===== config.mk =====
export PLATFORM = sky130hd
export DESIGN_NAME = fetch_pipeline_ctrl_flat
export DESIGN_NICKNAME = d
export VERILOG_FILES = /design/src/rtl/fetch_pipeline_ctrl_if.sv /design/src/rtl/fetch_pipeline_ctrl.sv /design/src/flat_wrapper.sv
export SDC_FILE = /design/constraint.sdc
export NUM_CORES = 1
export LEC_CHECK = 0
export ABC_AREA = 1
export CAP_MARGIN = 30
export CORE_ASPECT_RATIO = 1.1
export CORE_UTILIZATION = 50
export CTS_CLUSTER_DIAMETER = 120
export DETAILED_ROUTE_END_ITERATION = 7
export MAX_ROUTING_LAYER = met4
export PLACE_DENSITY = 0.95
export SLEW_MARGIN = 30
export SYNTH_ARGS = -nofsm -noshare
export SYNTH_HDL_FRONTEND = slang
export SYNTH_SLANG_ARGS = --single-unit

===== constraint.sdc =====
create_clock -name clk -period 9.9 [get_ports clk]
set_input_delay 1.98 -clock clk [delete_from_list [all_inputs] [get_ports clk]]
set_output_delay 1.98 -clock clk [all_outputs]
set_load 0.02 [all_outputs]

===== src/rtl/fetch_pipeline_ctrl_if.sv =====
// Hazard/flush control bus between the hazard unit, instruction memory,
// decoder and the fetch pipeline controller.
interface fetch_pipeline_ctrl_if #(
  parameter int CTRL_W = 16,
  parameter int CNT_W  = 16
);
  logic              pc_write_id;
  logic              hazard_mux;
  logic              flush;
  logic              flush_pc;
  logic              redirect_valid;
  logic [31:0]       redirect_target;
  logic [31:0]       imem_addr;
  logic [31:0]       imem_rdata;
  logic [CTRL_W-1:0] id_ctrl_in;
  logic [31:0]       if_id_pc;
  logic [31:0]       if_id_instr;
  logic              if_id_valid;
  logic [CTRL_W-1:0] id_ex_ctrl;
  logic              id_ex_valid;
  logic              misaligned;
  logic [CNT_W-1:0]  stall_count;
  logic [CNT_W-1:0]  flush_count;

  modport slave (
    input  pc_write_id, hazard_mux, flush, flush_pc,
    input  redirect_valid, redirect_target, imem_rdata, id_ctrl_in,
    output imem_addr, if_id_pc, if_id_instr, if_id_valid,
    output id_ex_ctrl, id_ex_valid, misaligned, stall_count, flush_count
  );

  modport master (
    output pc_write_id, hazard_mux, flush, flush_pc,
    output redirect_valid, redirect_target, imem_rdata, id_ctrl_in,
    input  imem_addr, if_id_pc, if_id_instr, if_id_valid,
    input  id_ex_ctrl, id_ex_valid, misaligned, stall_count, flush_count
  );
endinterface


===== src/rtl/fetch_pipeline_ctrl.sv =====
// Fetch-side pipeline control: PC, IF/ID register, ID/EX valid/control,
// applying stall/bubble/flush/redirect and keeping saturating perf counters.
module fetch_pipeline_ctrl #(
  parameter logic [31:0] RESET_PC  = 32'h0000_0000,
  parameter int          CTRL_W    = 16,
  parameter int          CNT_W     = 16,
  parameter logic [31:0] NOP_INSTR = 32'h0000_0013
) (
  input logic                   clk,
  input logic                   rst,
  fetch_pipeline_ctrl_if.slave  bus
);

  localparam logic [CNT_W-1:0] CNT_MAX = {CNT_W{1'b1}};
  localparam logic [CNT_W-1:0] CNT_ONE = {{(CNT_W-1){1'b0}}, 1'b1};

  logic              kill_s;
  logic [31:0]       pc_q,          pc_d;
  logic [31:0]       if_id_pc_q,    if_id_pc_d;
  logic [31:0]       if_id_instr_q, if_id_instr_d;
  logic              if_id_valid_q, if_id_valid_d;
  logic [CTRL_W-1:0] id_ex_ctrl_q,  id_ex_ctrl_d;
  logic              id_ex_valid_q, id_ex_valid_d;
  logic              misaligned_q,  misaligned_d;
  logic [CNT_W-1:0]  stall_cnt_q,   stall_cnt_d;
  logic [CNT_W-1:0]  flush_cnt_q,   flush_cnt_d;

  assign kill_s = bus.redirect_valid | bus.flush;

  always_comb begin
    pc_d         = pc_q;
    misaligned_d = misaligned_q;
    // Redirect beats stall and flush_pc; low target bits are dropped, not trapped.
    if (bus.redirect_valid) begin
      pc_d         = {bus.redirect_target[31:2], 2'b00};
      misaligned_d = misaligned_q | (bus.redirect_target[1:0] != 2'b00);
    end else if (!bus.pc_write_id) begin
      pc_d = pc_q;
    end else if (bus.flush_pc) begin
      pc_d = pc_q;
    end else begin
      pc_d = pc_q + 32'd4;
    end
  end

  always_comb begin
    if_id_pc_d    = if_id_pc_q;
    if_id_instr_d = if_id_instr_q;
    if_id_valid_d = if_id_valid_q;
    if (kill_s) begin
      if_id_pc_d    = pc_q;
      if_id_instr_d = NOP_INSTR;
      if_id_valid_d = 1'b0;
    end else if (!bus.pc_write_id) begin
      if_id_valid_d = if_id_valid_q;
    end else if (bus.flush_pc) begin
      if_id_instr_d = NOP_INSTR;
      if_id_valid_d = 1'b0;
    end else begin
      if_id_pc_d    = pc_q;
      if_id_instr_d = bus.imem_rdata;
      if_id_valid_d = 1'b1;
    end
  end

  always_comb begin
    id_ex_ctrl_d  = id_ex_ctrl_q;
    id_ex_valid_d = id_ex_valid_q;
    // A stall without hazard_mux still lets ID/EX advance.
    if (kill_s || bus.hazard_mux) begin
      id_ex_ctrl_d  = {CTRL_W{1'b0}};
      id_ex_valid_d = 1'b0;
    end else begin
      id_ex_ctrl_d  = bus.id_ctrl_in;
      id_ex_valid_d = if_id_valid_q;
    end
  end

  always_comb begin
    stall_cnt_d = stall_cnt_q;
    flush_cnt_d = flush_cnt_q;
    if (!bus.pc_write_id && !kill_s && (stall_cnt_q != CNT_MAX)) begin
      stall_cnt_d = stall_cnt_q + CNT_ONE;
    end else begin
      stall_cnt_d = stall_cnt_q;
    end
    if (kill_s && (flush_cnt_q != CNT_MAX)) begin
      flush_cnt_d = flush_cnt_q + CNT_ONE;
    end else begin
      flush_cnt_d = flush_cnt_q;
    end
  end

  always_ff @(posedge clk or posedge rst) begin
    if (rst) begin
      pc_q          <= RESET_PC;
      if_id_pc_q    <= 32'h0000_0000;
      if_id_instr_q <= NOP_INSTR;
      if_id_valid_q <= 1'b0;
      id_ex_ctrl_q  <= {CTRL_W{1'b0}};
      id_ex_valid_q <= 1'b0;
      misaligned_q  <= 1'b0;
      stall_cnt_q   <= {CNT_W{1'b0}};
      flush_cnt_q   <= {CNT_W{1'b0}};
    end else begin
      pc_q          <= pc_d;
      if_id_pc_q    <= if_id_pc_d;
      if_id_instr_q <= if_id_instr_d;
      if_id_valid_q <= if_id_valid_d;
      id_ex_ctrl_q  <= id_ex_ctrl_d;
      id_ex_valid_q <= id_ex_valid_d;
      misaligned_q  <= misaligned_d;
      stall_cnt_q   <= stall_cnt_d;
      flush_cnt_q   <= flush_cnt_d;
    end
  end

  assign bus.imem_addr   = pc_q;
  assign bus.if_id_pc    = if_id_pc_q;
  assign bus.if_id_instr = if_id_instr_q;
  assign bus.if_id_valid = if_id_valid_q;
  assign bus.id_ex_ctrl  = id_ex_ctrl_q;
  assign bus.id_ex_valid = id_ex_valid_q;
  assign bus.misaligned  = misaligned_q;
  assign bus.stall_count = stall_cnt_q;
  assign bus.flush_count = flush_cnt_q;

endmodule


===== src/flat_wrapper.sv =====
// flat-port wrapper written by rule: the top's interface ports become plain ports
module fetch_pipeline_ctrl_flat 
#(
  parameter logic [31:0] RESET_PC  = 32'h0000_0000,
  parameter int          CTRL_W    = 16,
  parameter int          CNT_W     = 16,
  parameter logic [31:0] NOP_INSTR = 32'h0000_0013
)
  (clk, rst, bus_pc_write_id, bus_hazard_mux, bus_flush, bus_flush_pc, bus_redirect_valid, bus_redirect_target, bus_imem_rdata, bus_id_ctrl_in, bus_imem_addr, bus_if_id_pc, bus_if_id_instr, bus_if_id_valid, bus_id_ex_ctrl, bus_id_ex_valid, bus_misaligned, bus_stall_count, bus_flush_count);
  fetch_pipeline_ctrl_if #(.CTRL_W(CTRL_W), .CNT_W(CNT_W)) bus_i ();
  input logic clk;
  input logic rst;
  input wire logic [$bits(bus_i.pc_write_id)-1:0] bus_pc_write_id;
  input wire logic [$bits(bus_i.hazard_mux)-1:0] bus_hazard_mux;
  input wire logic [$bits(bus_i.flush)-1:0] bus_flush;
  input wire logic [$bits(bus_i.flush_pc)-1:0] bus_flush_pc;
  input wire logic [$bits(bus_i.redirect_valid)-1:0] bus_redirect_valid;
  input wire logic [$bits(bus_i.redirect_target)-1:0] bus_redirect_target;
  input wire logic [$bits(bus_i.imem_rdata)-1:0] bus_imem_rdata;
  input wire logic [$bits(bus_i.id_ctrl_in)-1:0] bus_id_ctrl_in;
  output wire logic [$bits(bus_i.imem_addr)-1:0] bus_imem_addr;
  output wire logic [$bits(bus_i.if_id_pc)-1:0] bus_if_id_pc;
  output wire logic [$bits(bus_i.if_id_instr)-1:0] bus_if_id_instr;
  output wire logic [$bits(bus_i.if_id_valid)-1:0] bus_if_id_valid;
  output wire logic [$bits(bus_i.id_ex_ctrl)-1:0] bus_id_ex_ctrl;
  output wire logic [$bits(bus_i.id_ex_valid)-1:0] bus_id_ex_valid;
  output wire logic [$bits(bus_i.misaligned)-1:0] bus_misaligned;
  output wire logic [$bits(bus_i.stall_count)-1:0] bus_stall_count;
  output wire logic [$bits(bus_i.flush_count)-1:0] bus_flush_count;
  assign bus_i.pc_write_id = bus_pc_write_id;
  assign bus_i.hazard_mux = bus_hazard_mux;
  assign bus_i.flush = bus_flush;
  assign bus_i.flush_pc = bus_flush_pc;
  assign bus_i.redirect_valid = bus_redirect_valid;
  assign bus_i.redirect_target = bus_redirect_target;
  assign bus_i.imem_rdata = bus_imem_rdata;
  assign bus_i.id_ctrl_in = bus_id_ctrl_in;
  assign bus_imem_addr = bus_i.imem_addr;
  assign bus_if_id_pc = bus_i.if_id_pc;
  assign bus_if_id_instr = bus_i.if_id_instr;
  assign bus_if_id_valid = bus_i.if_id_valid;
  assign bus_id_ex_ctrl = bus_i.id_ex_ctrl;
  assign bus_id_ex_valid = bus_i.id_ex_valid;
  assign bus_misaligned = bus_i.misaligned;
  assign bus_stall_count = bus_i.stall_count;
  assign bus_flush_count = bus_i.flush_count;
  fetch_pipeline_ctrl #(.RESET_PC(RESET_PC), .CTRL_W(CTRL_W), .CNT_W(CNT_W), .NOP_INSTR(NOP_INSTR)) u_core (.clk(clk), .rst(rst), .bus(bus_i));
endmodule

After elaboration in Yosys (flattened, before gate mapping)
Cells that the tools add are included.
{"block": "classes", "addsub": 3, "n_mul": 0, "div_mod_pow": 0, "magnitude_cmp": 0, "eq_ne": 4, "shifts": 0, "n_mux": 14, "bitwise": 2, "n_reduce_logical": 11}
{"cell": "$mux 32", "count": 9}
{"cell": "$add 16x1->16 const B", "count": 2}
{"cell": "$add 32x3->32 const B", "count": 1}
{"cell": "$ne 16x16->1 const B", "count": 2}
{"cell": "$mux 16", "count": 1}
{"cell": "$reduce_bool 2->1", "count": 3}
{"cell": "$mux 1", "count": 4}
{"cell": "$ne 2x1->1 const B", "count": 2}
{"cell": "$reduce_and 2->1", "count": 2}
{"cell": "$logic_and 1x1->1", "count": 3}
{"cell": "$logic_not 1->1", "count": 2}
{"cell": "$or 1x1->1", "count": 2}
{"cell": "$logic_or 1x1->1", "count": 1}
{"block": "word_totals", "ff_bits": 147, "latch_bits": 0, "ram_bits": 0, "rom_bits": 0, "in_bits": 87, "elab_cells": 43, "n_memories": 0}

Longest topological paths before layout
Gate-level depths: netlist of run 1.
{"block": "depth", "depth_word": 4, "depth_mapped": 10}

Worst setup path before layout of run 1
No wires, ideal clock.
{"block": "synth_timing", "kind": "input to register", "from": "in bus_redirect_valid", "to": "reg u_core.stall_cnt_q[13] (netlist: u_core.bus.stall_count[13])", "arrival_ns": 2.939, "t_required_ns": 9.783, "slack_ns": 6.844, "path_stages": 9, "path_buffers": 2, "path_cell_list": "or2_1 > buf_4 > nor2_8 > inv_4 > nor2_8 > inv_2 > buf_6 > nand2_1 > nand2_1"}
{"block": "synth_via", "elab_chain_len": 4}
{"element": "start, declared", "line": "flat_wrapper.sv:17", "text": "input wire logic [$bits(bus_i.redirect_valid)-1:0] bus_redirect_valid;"}
{"element": "$or 1x1->1", "line": "fetch_pipeline_ctrl.sv:28", "text": "assign kill_s = bus.redirect_valid | bus.flush;"}
{"element": "$logic_not 1->1", "line": "fetch_pipeline_ctrl.sv:82", "text": "if (!bus.pc_write_id && !kill_s && (stall_cnt_q != CNT_MAX)) begin"}
{"element": "$logic_and 1x1->1 (2 in series)", "line": "fetch_pipeline_ctrl.sv:82"}
{"element": "end signal, assigned", "line": "fetch_pipeline_ctrl.sv:103", "text": "stall_cnt_q <= {CNT_W{1'b0}};"}
{"element": "end signal, assigned", "line": "fetch_pipeline_ctrl.sv:113", "text": "stall_cnt_q <= stall_cnt_d;"}
{"element": "end, declared", "line": "fetch_pipeline_ctrl.sv:25", "text": "logic [CNT_W-1:0] stall_cnt_q, stall_cnt_d;"}
No other way between the ends.
A chain may end at the register's enable or synchronous reset.

Worst setup path after layout of run 1
{"block": "layout_timing", "from": "in bus_redirect_valid", "to": "reg u_core.flush_cnt_q[10] (netlist: u_core.bus.flush_count[10])"}
{"block": "layout_via", "elab_chain_len": 2}
{"element": "$or 1x1->1", "line": "fetch_pipeline_ctrl.sv:28"}
{"element": "$logic_and 1x1->1", "line": "fetch_pipeline_ctrl.sv:87", "text": "if (kill_s && (flush_cnt_q != CNT_MAX)) begin"}
{"element": "end signal, assigned", "line": "fetch_pipeline_ctrl.sv:104", "text": "flush_cnt_q <= {CNT_W{1'b0}};"}
{"element": "end signal, assigned", "line": "fetch_pipeline_ctrl.sv:114", "text": "flush_cnt_q <= flush_cnt_d;"}
{"element": "end, declared", "line": "fetch_pipeline_ctrl.sv:26", "text": "logic [CNT_W-1:0] flush_cnt_q, flush_cnt_d;"}
No other way between the ends.

==> qor.txt, run 1 <==
share of layout cells above drive strength 1 -> 5.10%
Worst Skew -> 0.00926 ns
async set-reset flop share out of synthesis -> 100%
unrepaired setup endpoints after global routing -> no
Ports -> 234
Synth Instances -> 860
synthesized flop and latch total -> 143
average wire per standard cell -> 16.3 um
CTS tree -> yes
die width -> 115 um
Post-DP HPWL -> 15.0 mm
startpoint type of the worst setup path -> input pin
Peak VDD IR -> 0.102 mV
yosys warns -> 0
antenna-violating nets left -> 0
# Max-Cap Violations -> 0
sequential area share after synthesis -> 51.4%
post-CTS sizing -> 0
fin util -> 74.7%
Arrival @ worst endpoint -> 4.31 ns
CTS Buf Count -> 17
DRC viols -> 0
Die ar. -> 14400 um2
Mapped Area -> 6970 um2
most common cell after layout, fill and taps aside -> nand2_1
Slew headroom -> 36.5%
Area Growth Syn to Fin -> 43.3%
Global Route Usage Sum -> 30.9%
P_sw -> 0.541 mW
nets -> 1174
initial DRC count -> 658
clock transition at the registers of the reported paths -> 0.06 ns
RR Startpoint -> u_core.bus.flush_count[0]
root buffer cell -> clkbuf_16
Fin Setup TNS -> 0 ns
largest net degree at the start of global routing -> 81
Pre-antenna DRT Iters -> 5
Pleak -> 4.54 nW
Slew @ Worst Pin -> 0.948 ns
initial antenna violation count -> 2
Die Y -> 126 um
Max Clk Rate -> 252 MHz
Hold-fix buffers, CTS -> 0
vias after detailed routing -> 6743
footprint of the multi-input gates -> 2890 um2
total global routing overflow -> 0
Worst-Skew Late Latency -> 0.42 ns
Clock Path Buffers -> 2
crit path max fanout -> 31
Cell variety after synth -> 36
hold crit path type -> flop to flop
Syn Area/Cell -> 8.11 um2
Slew Viols, Final -> 0
Fill cells -> 908
Hold Fails Final Rpt -> 0
EDFF count, synth -> 0
H-tree lvl count -> 4
Switching Share -> 30.6%
Clock Sink Count -> 143
Logic pwr share -> 22.0%
final setup fails -> 0
Place WS -> 5.35 ns
Starting Density -> 52.1%
clock network fraction of design power -> 37.9%
GPL Wtd Cong -> 0.942
ys flop type -> dfrtp_1
register area -> 3580 um2
core area -> 13400 um2
IO Port Bufs -> 229
WL final -> 20.9 mm
Data required, critical path -> 10.25 ns
# rows -> 44
outcome -> completed
Crit Path Class -> input pin to flop
Final Critical Period -> 3.96 ns
post-route cell area -> 9990 um2
Setup crit end kind -> flop
first-pass GRT wire length -> 33.4 mm
Setup crit start -> bus_redirect_valid
HP Start -> u_core.bus.misaligned
post-CTS setup buffer count -> 0
vias per cell -> 5.26
worst setup margin -> 5.94 ns
Int Pwr -> 1.23 mW
commonest cells after routing, fill and taps aside -> nand2_1 (258), clkdlybuf4s50_1 (229), dfrtp_1 (140)
Reg power frac -> 40.1%
PD cells -> 177 nW/um2
Placement Cell Area -> 9360 um2
fin crit share -> 40.0%
vias in the first global route -> 6626
## worst max-delay path, stage by stage
cell and delay, ns:
clkdlybuf4s50_1 0.45, buf_4 0.34, or2_1 0.40, inv_2 0.12, nor2_1 0.75, nand2_1 0.15, nand2_1 0.10
## cell families (layout without fill, tap and decap cells)
group | count (synthesis) | after routing | share of synthesized area [%]
flops | 143 | 143 | 51.4
other cells | 1 | 6 | 0.0538
simple gates | 459 | 459 | 27.4
buf+inv | 122 | 356 | 7.49
fa+ha+maj | 3 | 3 | 0.539
mux | 2 | 2 | 0.323
xor+xnor | 25 | 25 | 3.14
compound gates | 105 | 105 | 9.64
## final timing paths
check / end / slack [ns] / cells after the start
worst min-delay path: u_core.bus.misaligned / 0.49 / 1
max in group asynchronous: u_core.bus.if_id_pc[11] / 6.51 / 3
worst max register to register: u_core.bus.flush_count[10] / 7.76 / 8
min in group asynchronous: u_core.bus.if_id_instr[20] / 2.09 / 2
worst min register to register: u_core.bus.misaligned / 0.49 / 1
worst max-delay path: u_core.bus.flush_count[10] / 5.94 / 7
## power by group through the flow
stage / combinational, mW / sequential (mW) / clock [mW]
2_1_floorplan: 0.134 / 0.773 / 0
3_3_place_gp: 0.376 / 0.714 / 0
3_5_place_dp: 0.387 / 0.718 / 0
4_1_cts: 0.391 / 0.708 / 0.676
5_1_grt: 0.421 / 0.718 / 0.702
6_report: 0.390 / 0.710 / 0.670
## cells in the mapped netlist, types with 2 or more instances
master | n | share of area, %
nor2_8 | 2 | 0.57
nand2_1 | 258 | 14
o21ai_2 | 2 | 0.25
inv_2 | 4 | 0.22
nor3_1 | 7 | 0.50
o221ai_1 | 2 | 0.25
xnor2_1 | 10 | 1.3
and2_1 | 2 | 0.18
nor2_1 | 116 | 6.2
or2_1 | 2 | 0.18
clkbuf_1 | 7 | 0.38
o22a_1 | 3 | 0.38
o21bai_1 | 3 | 0.32
buf_4 | 8 | 0.86
dfrtp_1 | 140 | 50
buf_6 | 2 | 0.32
xor2_1 | 15 | 1.9
nor2_2 | 4 | 0.36
nor2_4 | 3 | 0.48
inv_1 | 87 | 4.7
nand4_1 | 6 | 0.54
ha_1 | 3 | 0.54
dfstp_2 | 3 | 1.1
nand3b_1 | 6 | 0.65
a21oi_1 | 32 | 2.3
mux2_1 | 2 | 0.32
a22o_1 | 29 | 3.6
o21ai_1 | 3 | 0.22
o21ai_0 | 29 | 2.1
nand3_1 | 52 | 3.7
buf_2 | 13 | 0.93
## state kept, by name, indices dropped and copies added, names as in the netlist
signal / flops
u_core.bus.if_id_instr: 32
u_core.bus.if_id_pc: 30
u_core.bus.imem_addr: 30
u_core.bus.flush_count: 16
u_core.bus.id_ex_ctrl: 16
u_core.bus.stall_count: 16
u_core.bus.id_ex_valid: 1
u_core.bus.if_id_valid: 1
u_core.bus.misaligned: 1
## layer usage
metal	up-vias	GRT usage [%]	part of all wire (%)
met1	3120	33.7	37
met4	0	11.8	3.2
met5	-	-	0
met2	382	52.5	50
met3	67	9.43	10
li1	3174	-	-
## per-stage QoR
stage	instances	power, mW	hold slack (ns)
final	1283	1.77	0.487
after detailed placement	1249	1.10	0.471
after global routing	1283	1.84	0.524
after CTS	1281	1.77	0.494
after floorplan	863	0.907	0.592
after global placement	1249	1.09	0.465
## cell type report
| class | instances | area share [%] |
|---|---|---|
| Sequential cell | 143 | 35.9 |
| Multi-Input combinational cell | 598 | 28.9 |
| Timing Repair Buffer | 232 | 23.2 |
| Clock buffer | 19 | 4.43 |
| Inverter | 92 | 3.53 |
| Tap cell | 184 | 2.30 |
| Clock inverter | 13 | 1.79 |
| Antenna cell | 2 | 0.0501 |
No activity file was read; power rests on OpenSTA's default activity.
==> inputs of run 2 (changes only) <==
--- a/config.mk
+++ b/config.mk
@@ -8,11 +8,11 @@
 export ABC_AREA = 1
 export CAP_MARGIN = 30
 export CORE_ASPECT_RATIO = 1.1
-export CORE_UTILIZATION = 50
+export CORE_UTILIZATION = 46
 export CTS_CLUSTER_DIAMETER = 120
 export DETAILED_ROUTE_END_ITERATION = 7
 export MAX_ROUTING_LAYER = met4
-export PLACE_DENSITY = 0.95
+export PLACE_DENSITY = 0.92
 export SLEW_MARGIN = 30
 export SYNTH_ARGS = -nofsm -noshare
 export SYNTH_HDL_FRONTEND = slang
==> constraint.sdc (replaced) <==
create_clock -name clk -period 3.7 [get_ports clk]
set_input_delay 0.74 -clock clk [delete_from_list [all_inputs] [get_ports clk]]
set_output_delay 0.74 -clock clk [all_outputs]
set_load 0.02 [all_outputs]
==> run 2 against run 1 <==
Sequential share of layout area shrank 0.067 points; register-to-register slack lost 6.1 ns; clock power grew to 2.6 times the previous value; worst hold slack gained 0.0050 ns; routed wire length grew 0.74%; combinational power grew to 2.7 times the previous value; global-route usage shrank 2.9 points; count of clock-buffer cells in the layout grew 1; setup slack lost 4.7 ns.
==> qor.txt, run 2 (same netlist as run 1, synthesis figures left out) <==
Ports -> 234
final setup fails -> 0
Fin Setup TNS -> 0 ns
Starting Density -> 47.7%
Pre-antenna DRT Iters -> 5
crit path max fanout -> 20
# Max-Cap Violations -> 0
Worst-Skew Late Latency -> 0.42 ns
CTS Buf Count -> 17
largest net degree at the start of global routing -> 85
H-tree lvl count -> 4
RR Startpoint -> u_core.bus.flush_count[0]
startpoint type of the worst setup path -> input pin
wire length on met2 -> 10.3 mm
CTS tree -> yes
max incr delay on CP -> 0.62 ns
initial antenna violation count -> 0
vias in the first global route -> 6520
met1 WL -> 8.36 mm
average wire per standard cell -> 16.3 um
clock transition at the registers of the reported paths -> 0.06 ns
Max Clk Rate -> 409 MHz
post-CTS setup buffer count -> 0
post-CTS sizing -> 0
share of layout cells above drive strength 1 -> 5.45%
antenna fix cells -> 0
IO Port Bufs -> 229
nets -> 1178
PD cells -> 469 nW/um2
DRC viols -> 0
Global Route Usage Sum -> 27.9%
antenna-violating nets left -> 0
Clock Sink Count -> 143
Clock Path Buffers -> 2
Hold-fix buffers, CTS -> 0
Setup crit end kind -> flop
Pleak -> 4.56 nW
Reg2Reg Capture Point -> u_core.bus.flush_count[1]
die width -> 119 um
GPL Wtd Cong -> 0.953
slowest CP cell -> clkdlybuf4s50_1
initial DRC count -> 656
Final Critical Period -> 2.45 ns
hold crit path type -> flop to flop
Worst Skew -> 0.0127 ns
Peak VDD IR -> 0.296 mV
Die Y -> 131 um
max reg flops -> 32
Die ar. -> 15700 um2
Max Used Layer -> met4
Slew Viols, Final -> 0
Crit Path Class -> input pin to flop
HP Start -> u_core.bus.if_id_pc[7]
Arrival @ worst endpoint -> 2.79 ns
WL final -> 21.0 mm
Area Growth Syn to Fin -> 43.6%
unrepaired setup endpoints after global routing -> no
Final Total Pwr -> 4.69 mW
commonest cells after routing, fill and taps aside -> nand2_1 (258), clkdlybuf4s50_1 (229), dfrtp_1 (140)
met3 routed WL -> 1.88 mm
fin crit share -> 66.1%
outcome -> completed
vias after detailed routing -> 6774
WHS Endpoint -> u_core.bus.if_id_pc[7]
Slew headroom -> 40.7%
first-pass GRT wire length -> 33.3 mm
vias per cell -> 5.24
core area -> 14600 um2
R2R depth -> 8
critical-path cell list -> clkdlybuf4s50_1 > inv_1 > nor2_4 > nand2_1 > inv_1 > nand3_1 > nand3_1
Slew @ Worst Pin -> 0.887 ns
setup slack, reg-to-reg -> 1.62 ns
# rows -> 46
most common cell after layout, fill and taps aside -> nand2_1
root buffer cell -> clkbuf_16
Post-DP HPWL -> 15.3 mm
Hold Path Cell Cnt -> 1
total global routing overflow -> 0
Data required, critical path -> 4.05 ns
Hold Fails Final Rpt -> 0
[run 2: cell types whose count changed in the layout (fill, tap and decap cells not counted), sizes merged]
cell	change
diode	-2
clkinvlp	-2
clkbuf	+1
clkinv	+6
buf	+4
inv	-5
[run 2: worst max-delay path: cells and delay by family]
family	cells	cell delay (ns)
buffers and inverters	3	1.31
AND/OR/NAND/NOR	4	0.73
[run 2: worst max path at each step]
stage	startpoint	endpoint	slack (ns)	depth (start not counted)
floorplan	rst	u_core.bus.flush_count[0]	1.17	1
global placement	bus_pc_write_id	u_core.bus.imem_addr[15]	0.96	7
detailed placement	bus_pc_write_id	u_core.bus.imem_addr[11]	0.91	7
CTS	bus_pc_write_id	u_core.bus.imem_addr[12]	1.33	7
global route	bus_pc_write_id	u_core.bus.imem_addr[12]	1.16	7
finish	bus_pc_write_id	u_core.bus.imem_addr[12]	1.25	7
[run 2: power by group]
group          switching [mW]  internal (mW)  total [mW]
Sequential              0.180           1.72        1.90
Combinational           0.571          0.482        1.05
Clock                   0.653           1.09        1.74
[run 2: routing by layer]
layer / vias to the layer above / track usage, %
met2: 348 / 46.1
met4: 0 / 9.93
met3: 46 / 7.60
met1: 3203 / 32.6
met5: - / -
li1: 3177 / -
[run 2: final cells by class]
class | count | area [um2]
fill | 1114 | 4610
sequential | 143 | 3580
multi-input combinational | 598 | 2880
timing repair buffer | 236 | 2360
clock buffer | 20 | 457
inverter | 92 | 352
tap | 192 | 240
clock inverter | 12 | 143
[run 2: per-stage QoR]
step / area, um2 / utilization [%] / instances / hold slack [ns] / worst slack [ns]
floorplan: 6990 / - / 863 / 0.592 / 1.17
CTS: 10000 / 68.5 / 1293 / 0.493 / 1.33
global placement: 9410 / 64.4 / 1261 / 0.460 / 0.963
finish: 10000 / 68.5 / 1293 / 0.492 / 1.25
detailed placement: 9410 / 64.4 / 1261 / 0.480 / 0.914
global route: 10000 / 68.5 / 1293 / 0.515 / 1.16
==> inputs of run 3 (changes only) <==
--- a/config.mk
+++ b/config.mk
@@ -8,11 +8,11 @@
 export ABC_AREA = 1
 export CAP_MARGIN = 30
 export CORE_ASPECT_RATIO = 1.1
-export CORE_UTILIZATION = 46
+export CORE_UTILIZATION = 42
 export CTS_CLUSTER_DIAMETER = 120
 export DETAILED_ROUTE_END_ITERATION = 7
 export MAX_ROUTING_LAYER = met4
-export PLACE_DENSITY = 0.92
+export PLACE_DENSITY = 0.88
 export SLEW_MARGIN = 30
 export SYNTH_ARGS = -nofsm -noshare
 export SYNTH_HDL_FRONTEND = slang
==> constraint.sdc (replaced) <==
create_clock -name clk -period 1.98 [get_ports clk]
set_input_delay 0.396 -clock clk [delete_from_list [all_inputs] [get_ports clk]]
set_output_delay 0.396 -clock clk [all_outputs]
set_load 0.02 [all_outputs]
==> run 3 against run 2 <==
The run now ends with design-rule violations left; sequential share of layout area shrank 1.2 points; count of clock-buffer cells in the layout is 5 higher; cell count rose by 3.1%; combinational power is 93% higher; sequential power increased by 86%; clock power rose by 84%; clock skew shrank 0.0050 ns; critical endpoint is now bus_if_id_instr[0].
==> qor.txt, run 3 (same netlist as run 1, synthesis figures left out) <==
R2R depth -> 8
nets -> 1206
Slew @ Worst Pin -> 0.627 ns
Fin Setup TNS -> 0 ns
H-tree lvl count -> 4
CTS tree -> yes
clock transition at the registers of the reported paths -> 0.06 ns
Hold-fix buffers, CTS -> 0
Peak VDD IR -> 0.555 mV
crit path max fanout -> 2
Clock Path Buffers -> 2
startpoint type of the worst setup path -> flop
DRC viols -> 40
total global routing overflow -> 0
Max Clk Rate -> 515 MHz
Pleak -> 4.83 nW
Hold Fails Final Rpt -> 0
outcome -> complete, but fails checks
Arrival @ worst endpoint -> 1.55 ns
largest net degree at the start of global routing -> 43
Ports -> 234
root buffer cell -> clkbuf_16
Clock Sink Count -> 143
Die ar. -> 17100 um2
Place WS -> -0.191 ns
Data required, critical path -> 1.58 ns
most common cell after layout, fill and taps aside -> nand2_1
Starting Density -> 42.7%
Setup crit end kind -> output pin
vias in the first global route -> 6519
average wire per standard cell -> 15.2 um
first-pass GRT wire length -> 32.3 mm
failing checks -> design-rule violations
post-CTS setup buffer count -> 0
IO Port Bufs -> 229
Worst Skew -> 0.00773 ns
Area Growth Syn to Fin -> 48.5%
die width -> 125 um
Worst-Skew Late Latency -> 0.42 ns
worst setup margin -> 0.0383 ns
antenna fix cells -> 0
slowest CP cell -> clkdlybuf4s50_1
GPL Wtd Cong -> 0.924
share of layout cells above drive strength 1 -> 7.35%
WL final -> 20.3 mm
final hold slack -> 0.315 ns
Global Route Usage Sum -> 24.9%
PD cells -> 847 nW/um2
Crit Path Class -> flop to output pin
vias after detailed routing -> 6728
Slew Viols, Final -> 0
Post-DP HPWL -> 14.9 mm
final setup fails -> 0
critical-path cell list -> clkdlybuf4s50_1
antenna-violating nets left -> 0
max incr delay on CP -> 0.60 ns
initial antenna violation count -> 0
CP top delay family -> buffers and inverters
fin util -> 63.5%
RR Startpoint -> u_core.bus.imem_addr[3]
CTS Buf Count -> 17
setup slack, reg-to-reg -> 0.10 ns
vias per cell -> 5.05
commonest cells after routing, fill and taps aside -> nand2_1 (258), clkdlybuf4s50_1 (221), dfrtp_1 (140)
Die Y -> 137 um
WP buf/inv -> 1
fin crit share -> 98.1%
core area -> 16300 um2
# Max-Cap Violations -> 0
hold crit path type -> input pin to asynchronous set/reset pin
Slew headroom -> 57.9%
unrepaired setup endpoints after global routing -> no
Final Critical Period -> 1.94 ns
max reg flops -> 32
Reg2Reg Capture Point -> u_core.bus.imem_addr[30]
# rows -> 49
initial DRC count -> 417
Pre-antenna DRT Iters -> 7
## run 3: cell count changes in the layout (fill, tap and decap cells not counted), sizes merged
| cell | change |
|---|---|
| dlymetal6s2s | +8 |
| clkinvlp | +1 |
| clkinv | -6 |
| buf | +28 |
| clkbuf | +5 |
| clkdlybuf4s50 | -8 |
## run 3: per-stage QoR
| stage | instances | total power, mW | instance area (um2) |
|---|---|---|---|
| global route | 1333 | 9.15 | 10300 |
| detailed placement | 1301 | 5.60 | 9750 |
| floorplan | 863 | 4.53 | 6990 |
| global placement | 1301 | 5.55 | 9750 |
| CTS | 1333 | 8.83 | 10300 |
| finish | 1333 | 8.77 | 10300 |
## run 3: final cells by class
class	count	area, um2
timing repair buffer	264	2700
clock buffer	25	465
inverter	92	352
sequential	143	3580
fill	1324	5960
clock inverter	7	113
multi-input combinational	598	2880
tap	204	255
## run 3: power breakdown
part | leakage, nW | internal (mW) | total (mW) | switching, mW
Combinational | 2.73 | 0.969 | 2.03 | 1.06
Sequential | 1.82 | 3.21 | 3.54 | 0.332
Clock | 0.279 | 2.01 | 3.20 | 1.19
Total | 4.83 | 6.19 | 8.77 | 2.58
## run 3: what timing repair did
item / CTS / global route
endpoints found under the hold margin: 0 / 0
setup endpoints to repair: 4 / 8
gates resized for setup: 1 / 8
pin swaps: 0 / 0
## run 3: worst max-delay path by stage
| stage | from | endpoint | slack [ns] | cells past startpoint |
|---|---|---|---|---|
| floorplan | rst | u_core.bus.flush_count[0] | -0.20 | 1 |
| global placement | bus_redirect_valid | u_core.bus.flush_count[14] | -0.08 | 6 |
| detailed placement | bus_redirect_valid | u_core.bus.flush_count[7] | -0.19 | 6 |
| CTS | u_core.bus.if_id_instr[1] | bus_if_id_instr[1] | 0.02 | 1 |
| global route | u_core.bus.stall_count[3] | bus_stall_count[3] | 0.0009 | 1 |
| finish | u_core.bus.if_id_instr[0] | bus_if_id_instr[0] | 0.04 | 1 |
## run 3: per-layer routing
| layer | up-vias | part of all wire [%] | track usage (%) |
|---|---|---|---|
| li1 | 3229 | - | - |
| met1 | 3167 | 39 | 28.2 |
| met2 | 294 | 51 | 43.5 |
| met3 | 38 | 7.4 | 5.08 |
| met4 | 0 | 2.1 | 9.82 |
| met5 | - | 0 | - |
